[src/rtl/multicycle_control_if.sv]
// Control bus between the multicycle control FSM and its datapath.
// slave = the control unit, master = whoever drives instruction/handshake.
interface multicycle_control_if;
  logic [10:0] op;
  logic        zero;
  logic        mem_ack;
  logic        pc_write;
  logic        ir_write;
  logic        reg_write;
  logic        mem_read;
  logic        mem_write;
  logic        mem_to_reg;
  logic        reg2loc;
  logic        alu_src;
  logic        pc_src;
  logic [1:0]  alu_op;
  logic        exc;
  logic [2:0]  state;
  logic [15:0] instr_count;

  modport slave (
    input  op, zero, mem_ack,
    output pc_write, ir_write, reg_write, mem_read, mem_write,
           mem_to_reg, reg2loc, alu_src, pc_src, alu_op, exc, state, instr_count
  );

  modport master (
    output op, zero, mem_ack,
    input  pc_write, ir_write, reg_write, mem_read, mem_write,
           mem_to_reg, reg2loc, alu_src, pc_src, alu_op, exc, state, instr_count
  );
endinterface

[src/rtl/multicycle_control.sv]
// Multicycle control FSM for a small LEGv8 subset (LDUR/STUR/CBZ/R-type).
// Opcode class is latched in DECODE so later states ignore op changes.
module multicycle_control (
  input logic clk,
  input logic reset,
  multicycle_control_if.slave bus
);
  localparam logic [2:0] S_FETCH  = 3'd0;
  localparam logic [2:0] S_DECODE = 3'd1;
  localparam logic [2:0] S_EXEC   = 3'd2;
  localparam logic [2:0] S_MEM    = 3'd3;
  localparam logic [2:0] S_WB     = 3'd4;
  localparam logic [2:0] S_BRANCH = 3'd5;
  localparam logic [2:0] S_HALT   = 3'd6;

  localparam logic [2:0] C_NONE  = 3'd0;
  localparam logic [2:0] C_LDUR  = 3'd1;
  localparam logic [2:0] C_STUR  = 3'd2;
  localparam logic [2:0] C_CBZ   = 3'd3;
  localparam logic [2:0] C_RTYPE = 3'd4;

  logic [2:0]  state_q, state_d;
  logic [2:0]  cls_q, cls_dec;
  logic        run;      // low from reset until the first edge after release
  logic        exc_q;
  logic        retire;
  logic [15:0] cnt;

  // classify the raw opcode
  always_comb begin
    cls_dec = C_NONE;
    if (bus.op == 11'b11111000010)         cls_dec = C_LDUR;
    else if (bus.op == 11'b11111000000)    cls_dec = C_STUR;
    else if (bus.op[10:3] == 8'b10110100)  cls_dec = C_CBZ;
    else if (bus.op == 11'b10001011000 || bus.op == 11'b11001011000 ||
             bus.op == 11'b10001010000 || bus.op == 11'b10101010000)
                                           cls_dec = C_RTYPE;
  end

  // next state and retirement detect
  always_comb begin
    state_d = state_q;
    retire  = 1'b0;
    case (state_q)
      S_FETCH:  if (run && bus.mem_ack) state_d = S_DECODE;
      S_DECODE: begin
        case (cls_dec)
          C_LDUR, C_STUR, C_RTYPE: state_d = S_EXEC;
          C_CBZ:                   state_d = S_BRANCH;
          default:                 state_d = S_HALT;
        endcase
      end
      S_EXEC:   state_d = (cls_q == C_RTYPE) ? S_WB : S_MEM;
      S_MEM: begin
        if (bus.mem_ack) begin
          if (cls_q == C_LDUR) state_d = S_WB;
          else begin
            state_d = S_FETCH;
            retire  = 1'b1;
          end
        end
      end
      S_WB, S_BRANCH: begin
        state_d = S_FETCH;
        retire  = 1'b1;
      end
      S_HALT:   state_d = S_HALT;
      default:  state_d = S_HALT;
    endcase
  end

  // control outputs; FETCH stays quiet until run so reset release is clean
  always_comb begin
    bus.pc_write   = 1'b0;
    bus.ir_write   = 1'b0;
    bus.reg_write  = 1'b0;
    bus.mem_read   = 1'b0;
    bus.mem_write  = 1'b0;
    bus.mem_to_reg = 1'b0;
    bus.reg2loc    = 1'b0;
    bus.alu_src    = 1'b0;
    bus.pc_src     = 1'b0;
    bus.alu_op     = 2'b00;
    case (state_q)
      S_FETCH: begin
        bus.mem_read = run;
        if (run && bus.mem_ack) begin
          bus.ir_write = 1'b1;
          bus.pc_write = 1'b1;
        end
      end
      S_EXEC: begin
        if (cls_q == C_RTYPE) bus.alu_op = 2'b10;
        else begin
          bus.alu_src = 1'b1;
          bus.reg2loc = (cls_q == C_STUR);
        end
      end
      S_MEM: begin
        bus.alu_src   = 1'b1;
        bus.mem_read  = (cls_q == C_LDUR);
        bus.mem_write = (cls_q == C_STUR);
        bus.reg2loc   = (cls_q == C_STUR);
      end
      S_WB: begin
        bus.reg_write  = 1'b1;
        bus.mem_to_reg = (cls_q == C_LDUR);
      end
      S_BRANCH: begin
        bus.reg2loc = 1'b1;
        bus.alu_op  = 2'b01;
        if (bus.zero) begin
          bus.pc_write = 1'b1;
          bus.pc_src   = 1'b1;
        end
      end
      default: ;
    endcase
  end

  // state, class latch, sticky exception and retirement counter
  always_ff @(posedge clk or negedge reset) begin
    if (!reset) begin
      state_q <= S_FETCH;
      cls_q   <= C_NONE;
      run     <= 1'b0;
      exc_q   <= 1'b0;
      cnt     <= 16'h0000;
    end else begin
      run     <= 1'b1;
      state_q <= state_d;
      if (state_q == S_DECODE) cls_q <= cls_dec;
      if (state_d == S_HALT)   exc_q <= 1'b1;
      if (retire)              cnt   <= cnt + 16'h0001;
    end
  end

  assign bus.exc         = exc_q;
  assign bus.state       = state_q;
  assign bus.instr_count = cnt;
endmodule

[src/flat_wrapper.sv]
// flat-port wrapper written by rule: the top's interface ports become plain ports
module multicycle_control_flat 
  (clk, reset, bus_op, bus_zero, bus_mem_ack, bus_pc_write, bus_ir_write, bus_reg_write, bus_mem_read, bus_mem_write, bus_mem_to_reg, bus_reg2loc, bus_alu_src, bus_pc_src, bus_alu_op, bus_exc, bus_state, bus_instr_count);
  multicycle_control_if bus_i ();
  input logic clk;
  input logic reset;
  input wire logic [$bits(bus_i.op)-1:0] bus_op;
  input wire logic [$bits(bus_i.zero)-1:0] bus_zero;
  input wire logic [$bits(bus_i.mem_ack)-1:0] bus_mem_ack;
  output wire logic [$bits(bus_i.pc_write)-1:0] bus_pc_write;
  output wire logic [$bits(bus_i.ir_write)-1:0] bus_ir_write;
  output wire logic [$bits(bus_i.reg_write)-1:0] bus_reg_write;
  output wire logic [$bits(bus_i.mem_read)-1:0] bus_mem_read;
  output wire logic [$bits(bus_i.mem_write)-1:0] bus_mem_write;
  output wire logic [$bits(bus_i.mem_to_reg)-1:0] bus_mem_to_reg;
  output wire logic [$bits(bus_i.reg2loc)-1:0] bus_reg2loc;
  output wire logic [$bits(bus_i.alu_src)-1:0] bus_alu_src;
  output wire logic [$bits(bus_i.pc_src)-1:0] bus_pc_src;
  output wire logic [$bits(bus_i.alu_op)-1:0] bus_alu_op;
  output wire logic [$bits(bus_i.exc)-1:0] bus_exc;
  output wire logic [$bits(bus_i.state)-1:0] bus_state;
  output wire logic [$bits(bus_i.instr_count)-1:0] bus_instr_count;
  assign bus_i.op = bus_op;
  assign bus_i.zero = bus_zero;
  assign bus_i.mem_ack = bus_mem_ack;
  assign bus_pc_write = bus_i.pc_write;
  assign bus_ir_write = bus_i.ir_write;
  assign bus_reg_write = bus_i.reg_write;
  assign bus_mem_read = bus_i.mem_read;
  assign bus_mem_write = bus_i.mem_write;
  assign bus_mem_to_reg = bus_i.mem_to_reg;
  assign bus_reg2loc = bus_i.reg2loc;
  assign bus_alu_src = bus_i.alu_src;
  assign bus_pc_src = bus_i.pc_src;
  assign bus_alu_op = bus_i.alu_op;
  assign bus_exc = bus_i.exc;
  assign bus_state = bus_i.state;
  assign bus_instr_count = bus_i.instr_count;
  multicycle_control u_core (.clk(clk), .reset(reset), .bus(bus_i));
endmodule
[config.mk]
export PLATFORM = sky130hd
export DESIGN_NAME = multicycle_control_flat
export DESIGN_NICKNAME = d
export VERILOG_FILES = /design/src/rtl/multicycle_control_if.sv /design/src/rtl/multicycle_control.sv /design/src/flat_wrapper.sv
export SDC_FILE = /design/constraint.sdc
export NUM_CORES = 1
export LEC_CHECK = 0
export ABC_AREA = 1
export CORE_MARGIN = 5
export CORE_UTILIZATION = 49
export CTS_BUF_LIST = sky130_fd_sc_hd__clkbuf_4
export DETAILED_ROUTE_END_ITERATION = 8
export PLACE_DENSITY_LB_ADDON = 0.15
export SLEW_MARGIN = 10
export SYNTH_ARGS = -nofsm -noshare
export SYNTH_HDL_FRONTEND = slang
export SYNTH_SLANG_ARGS = --single-unit
[constraint.sdc]
create_clock -name clk -period 1.65 [get_ports clk]
set_input_delay 0.33 -clock clk [delete_from_list [all_inputs] [get_ports clk]]
set_output_delay 0.33 -clock clk [all_outputs]
set_load 0.005 [all_outputs]
* Word level (Yosys, flattened, before mapping)
Index checks and enable logic that the tools add are counted.
Storage, ports and cells: word-level logic and storage cells 61, output and inout bits 31, register bits after elaboration 24, input bits 15
Cells by class: muxes and demuxes 28, $add $sub $neg 1, eq/ne operators 20, reductions and logical operators 7
Operators with widths (count):
- $eq A11 B11 Y1 const B | 6
- $mux W3 | 8
- $add A16 B1 Y16 const B | 1
- $eq A3 B2 Y1 const B | 5
- $eq A3 B3 Y1 const B | 5
- $pmux W3 S5 | 1
- $mux W1 | 11
- $eq A3 B1 Y1 const B | 3
- $eq A8 B8 Y1 const B | 1
- $pmux W1 S2 | 4
- $pmux W3 S2 | 1
- $pmux W2 S2 | 1
- $logic_not A3 Y1 | 1
- $logic_or A1 B1 Y1 | 3
- $pmux W1 S3 | 1
- $reduce_or A3 Y1 | 1
- $mux W2 | 1
- $reduce_or A2 Y1 | 1
- $logic_and A1 B1 Y1 | 1

* Logic depth before layout (Yosys ltp)
word-level depth 13, gate-level depth with buffers 9, mapped depth without buffers 9

* Least setup slack after synthesis
No wires, ideal clock.
kind register -> register, start point register u_core.cnt[0] (netlist: u_core.bus.instr_count[0]), end point register u_core.cnt[14] (netlist: u_core.bus.instr_count[14]), library setup time 0.121 ns, data required time 1.529 ns, data arrival time 1.272 ns, period minus slack after synthesis 1.393 ns, path buffers 0, setup slack 0.257 ns, cell stages (with the launch flop) 9, cell sequence dfrtp_1 ha_1 inv_1 nor3_2 nand3_1 nand2_1 nand2_1 nand2_1 o21ai_1
Between the ends: cells in the longest elaborated chain, start to end 1
RTL lines:
- start, declared | line multicycle_control.sv:27 | logic [15:0] cnt;
- start signal, assigned | line multicycle_control.sv:134 | if (retire) cnt <= cnt + 16'h0001;
- $add A16 B1 Y16 | line multicycle_control.sv:134
No other way between the ends. A chain may end at the register's enable or synchronous reset.

* Worst setup path in the final report
start point register u_core.state_q[1] (netlist: u_core.bus.state[1]), end point output port bus_pc_write
Between the ends: cells in the longest elaborated chain, start to end 2, elaborated cells on any way between the ends 3, those cells by class eq/ne (1); mux (1); reduce/logical (1)
RTL lines:
- start, declared | line multicycle_control.sv:22 | logic [2:0] state_q, state_d;
- start signal, assigned | line multicycle_control.sv:131 | state_q <= state_d;
- $eq A3 B3 Y1 or $logic_not A3 Y1 (tied branches) | line multicycle_control.sv:84 | case (state_q)
- $pmux W1 S2 (*) | line multicycle_control.sv:84
- end, declared | line flat_wrapper.sv:10 | output wire logic [$bits(bus_i.pc_write)-1:0] bus_pc_write;
Every way passes the cells marked *; elsewhere a longest branch is shown, timed or not.

==> summary.md <==
| Metric | Value |
|---|---|
| Multi-input logic area | `908 um2` |
| Num rows | `21` |
| Setup crit end kind | `output port` |
| RSZ-0062 raised after global routing | `true` |
| RD Place Congestion | `about 0.8` |
| Final slew viol count | `0` |
| Core area | `~0.0033 mm2` |
| TritonCTS Buffers | `3` |
| Setup_tns | `-0.479 ns` |
| Antenna-violating nets left | `0` |
| Max cap viols | `0` |
| Final Non-Filler Cells | `380` |
| Finished Cell Area | `between 0.002 and 0.003 mm2` |
| Metal2 WL | `around 2.3 mm` |
| Synth Warn # | `0` |
| Port bufs | `45` |
| Final Skew | `0.0267 ns` |
| Final min period | `between 1.5 and 2 ns` |
| Final hold viol count | `0` |
| CTS sink count | `24` |
| Library cells used by synthesis | `26` |
| Register Area | `608 um2` |
| CP max-delay cell | `dfrtp_2` |
| Post-DP Area | `approximately 0.0023 mm2` |
| # setup viols final | `10` |
| Drt total wl | `4.69 mm` |
| H-tree Lvls | `1` |
| #FFs+latches synth | `24` |
| Delay-heaviest family, CP | `flip-flops` |
| Clock Pin Slew Worst Setup and Hold Paths | `0.15 ns` |
| Post-synth net total | `255` |
| FMAX | `approximately 0.56 GHz` |
| Wire per inst | `approximately 12 um` |
| Post-Syn Area | `0.00163 mm2` |
| Yosys top cell by area | `dfrtp_1` |
| Drt pass-1 iters | `4` |
| Fill cell count | `about 240` |
| Die span in x | `between 60 and 70 um` |
| Crit path launch type | `flip-flop` |
| CTS tree | `done` |
| Nets | `351` |
| CTS root buf | `clkbuf_4` |
| Leakage | `around 0.0013 uW` |
| Drt drc | `0` |
| Area grow syn2layout | `59.7%` |
| CP arrival | `between 1 and 1.5 ns` |
| Clock tree buffer depth | `2` |
| Status | `finished with violations` |
| Register area share after synthesis | `0.368` |
| Most common cell on crit path | `inv_2` |
| Clk Latency, worst-skew pair | `about 0.32 ns` |
| Chip height | `around 68 um` |
| Largest net degree at the start of global routing | `25` |
| Vias in the first global route | `between 1500 and 2000` |
| Tcrit/Tclk final | `1.07` |
| Die ar. | `between 0.004 and 0.005 mm2` |
| Syn Area/Cell | `around 6.8 um2` |
| Via count | `1831` |
| Initial Utilization | `0.496` |
| M1 WL | `between 2 and 2.5 mm` |
| GRT Total Usage | `0.208` |
| N_diodes | `0` |
| Drt via density | `roughly 4.8` |
| Top cell type's share of synthesized area | `0.368` |
| DP Cell Count | `between 300 and 400` |
| Failing checks | `setup timing` |
| Post-DP HPWL | `~3 mm` |
| Overflow after GRT | `0` |
| Critical Path Fanout Max | `3` |
| Cells after Synth | `239` |
| Critical Path RT | `1.32 ns` |
| CTS Hold Buffers Added | `0` |
| VDD IR-drop max | `about 0.78 mV` |
| Initial antenna violation count | `0` |
| Hold crit path type | `in -> async` |
| Cells along the critical path | `inv_2 > nand2_1 > nor2_2 > buf_4 > inv_2 > o21ai_2 > buf_2` |
| First-pass GRT wire length | `around 7.4 mm` |
| PD cells | `between 1000 and 1500 mW/mm2` |
| # IOs | `between 40 and 50` |
| DP Worst Slack | `-0.266 ns` |
| First DRT Iteration DRCs | `between 100 and 150` |
| Layout cells sized above 1 | `0.317` |
| Buffers & Inverters on Critical Path | `4` |
| Synth area leaders | `dfrtp_1, nand2_1, inv_1, nor2_1, nand3_1` |
| Total chip power | `roughly 3200 uW` |
| Uppermost layer routed | `met4` |
| Delay of the slowest critical-path stage | `0.46 ns` |
| Setup slack after layout | `-0.122 ns` |
| Crit Path Class | `reg -> out` |
| WL met3 | `~170 um` |
-- per-layer routing --
| metal | track usage | vias to the layer above |
|---|---|---|
| li1 | - | 933 |
| met1 | 0.252 | 829 |
| met2 | 0.378 | 61 |
| met3 | 0.0233 | 8 |
| met4 | 0.0734 | 0 |
| met5 | 0 | - |
-- cells in the mapped netlist, drive strengths merged --
library cell,instances
a21oi,4
buf,3
conb,1
dfrtp,24
ha,1
inv,42
nand2,74
nand3,17
nand4,9
nor2,33
nor3,8
o21ai,14
o22ai,1
xnor2,3
xor2,5
-- sequential cells by signal, indices dropped and copies added, names as in the netlist --
register and flops:
u_core.bus.instr_count 16, u_core.bus.state 3, u_core.run 1, u_core.cls_q 3
u_core.bus.exc 1
-- layout make-up --
cell class                 instances  share of cell area
tap                               46              0.0221
inverter                          42              0.0634
multi-input combinational        170               0.349
clock inverter                     1              0.0115
sequential                        24               0.234
timing repair buffer              94               0.312
clock buffer                       3             0.00865
-- cells in the final DEF (no fill, tap or decap), types with 2 or more instances in the layout --
master,n
a21oi_1,3
buf_2,10
buf_4,40
buf_6,10
clkbuf_4,3
clkdlybuf4s50_1,28
dfrtp_1,18
dfrtp_2,6
dlymetal6s2s_1,4
inv_1,31
inv_2,8
inv_4,3
nand2_1,68
nand2_2,3
nand2_4,2
nand3_1,14
nand3_2,3
nand4_1,9
nor2_1,25
nor2_2,2
nor2_4,6
nor3_1,4
nor3_2,4
o21ai_0,3
o21ai_1,9
o21ai_2,2
xnor2_1,3
xor2_1,4
-- what timing repair did --
action / in CTS / in global routing
resized for setup: 72 / 24
setup buffers: 20 / 10
endpoints found under the setup margin: 18 / 24
pin swaps: 6 / 13
-- final timing paths --
check	slack (ns)	to	start	cells after the start
max reg2reg	-0.03	u_core.bus.exc$_DFFE_PN0N_	u_core.bus.state[1]$_DFF_PN0_	12
min	0.36	u_core.bus.instr_count[7]$_DFFE_PN0P_	reset	2
max	-0.12	bus_pc_write	u_core.bus.state[1]$_DFF_PN0_	7
min in group clk	0.47	u_core.bus.exc$_DFFE_PN0N_	u_core.bus.exc$_DFFE_PN0N_	2
min reg2reg	0.47	u_core.bus.exc$_DFFE_PN0N_	u_core.bus.exc$_DFFE_PN0N_	2
max in group asynchronous	0.99	u_core.bus.instr_count[4]$_DFFE_PN0P_	reset	2
-- through the flow --
stage / util / hold WS [ns]
after detailed placement: 0.690 / 0.456
after global placement: 0.690 / 0.444
after floorplan: - / 0.0344
after CTS: 0.759 / 0.355
after global routing: 0.793 / 0.370
final: 0.793 / 0.355
-- cell families (layout without fill, tap and decap cells) --
logic type | after synthesis | in the layout | synth area share
AO/OA/AOI/OAI | 19 | 19 | 0.0614
adder cells (fa/ha/maj) | 1 | 1 | 0.00767
AND/OR/NAND/NOR | 141 | 141 | 0.398
buffers and inverters | 45 | 140 | 0.115
XOR/XNOR | 8 | 8 | 0.0476
flip-flops | 24 | 24 | 0.368
other | 1 | 1 | 0.00230
-- where the power goes --
group          switching, uW  internal (uW)  leakage, uW
logic                    946            986      0.00100
clock network            180            246    0.0000279
registers                113            704     0.000306
-- worst register-to-register path, stage by stage, from the launching register on --
cell and delay, ns:
dfrtp_2 0.46, inv_2 0.07, nand2_1 0.09, buf_4 0.15, buf_4 0.12, buf_4 0.13
nor2_4 0.17, inv_2 0.06, a21oi_2 0.10, nor2_1 0.06, nor2_1 0.09, nand2_1 0.07
nand2_1 0.06
Power figures use the tool's default switching activity.
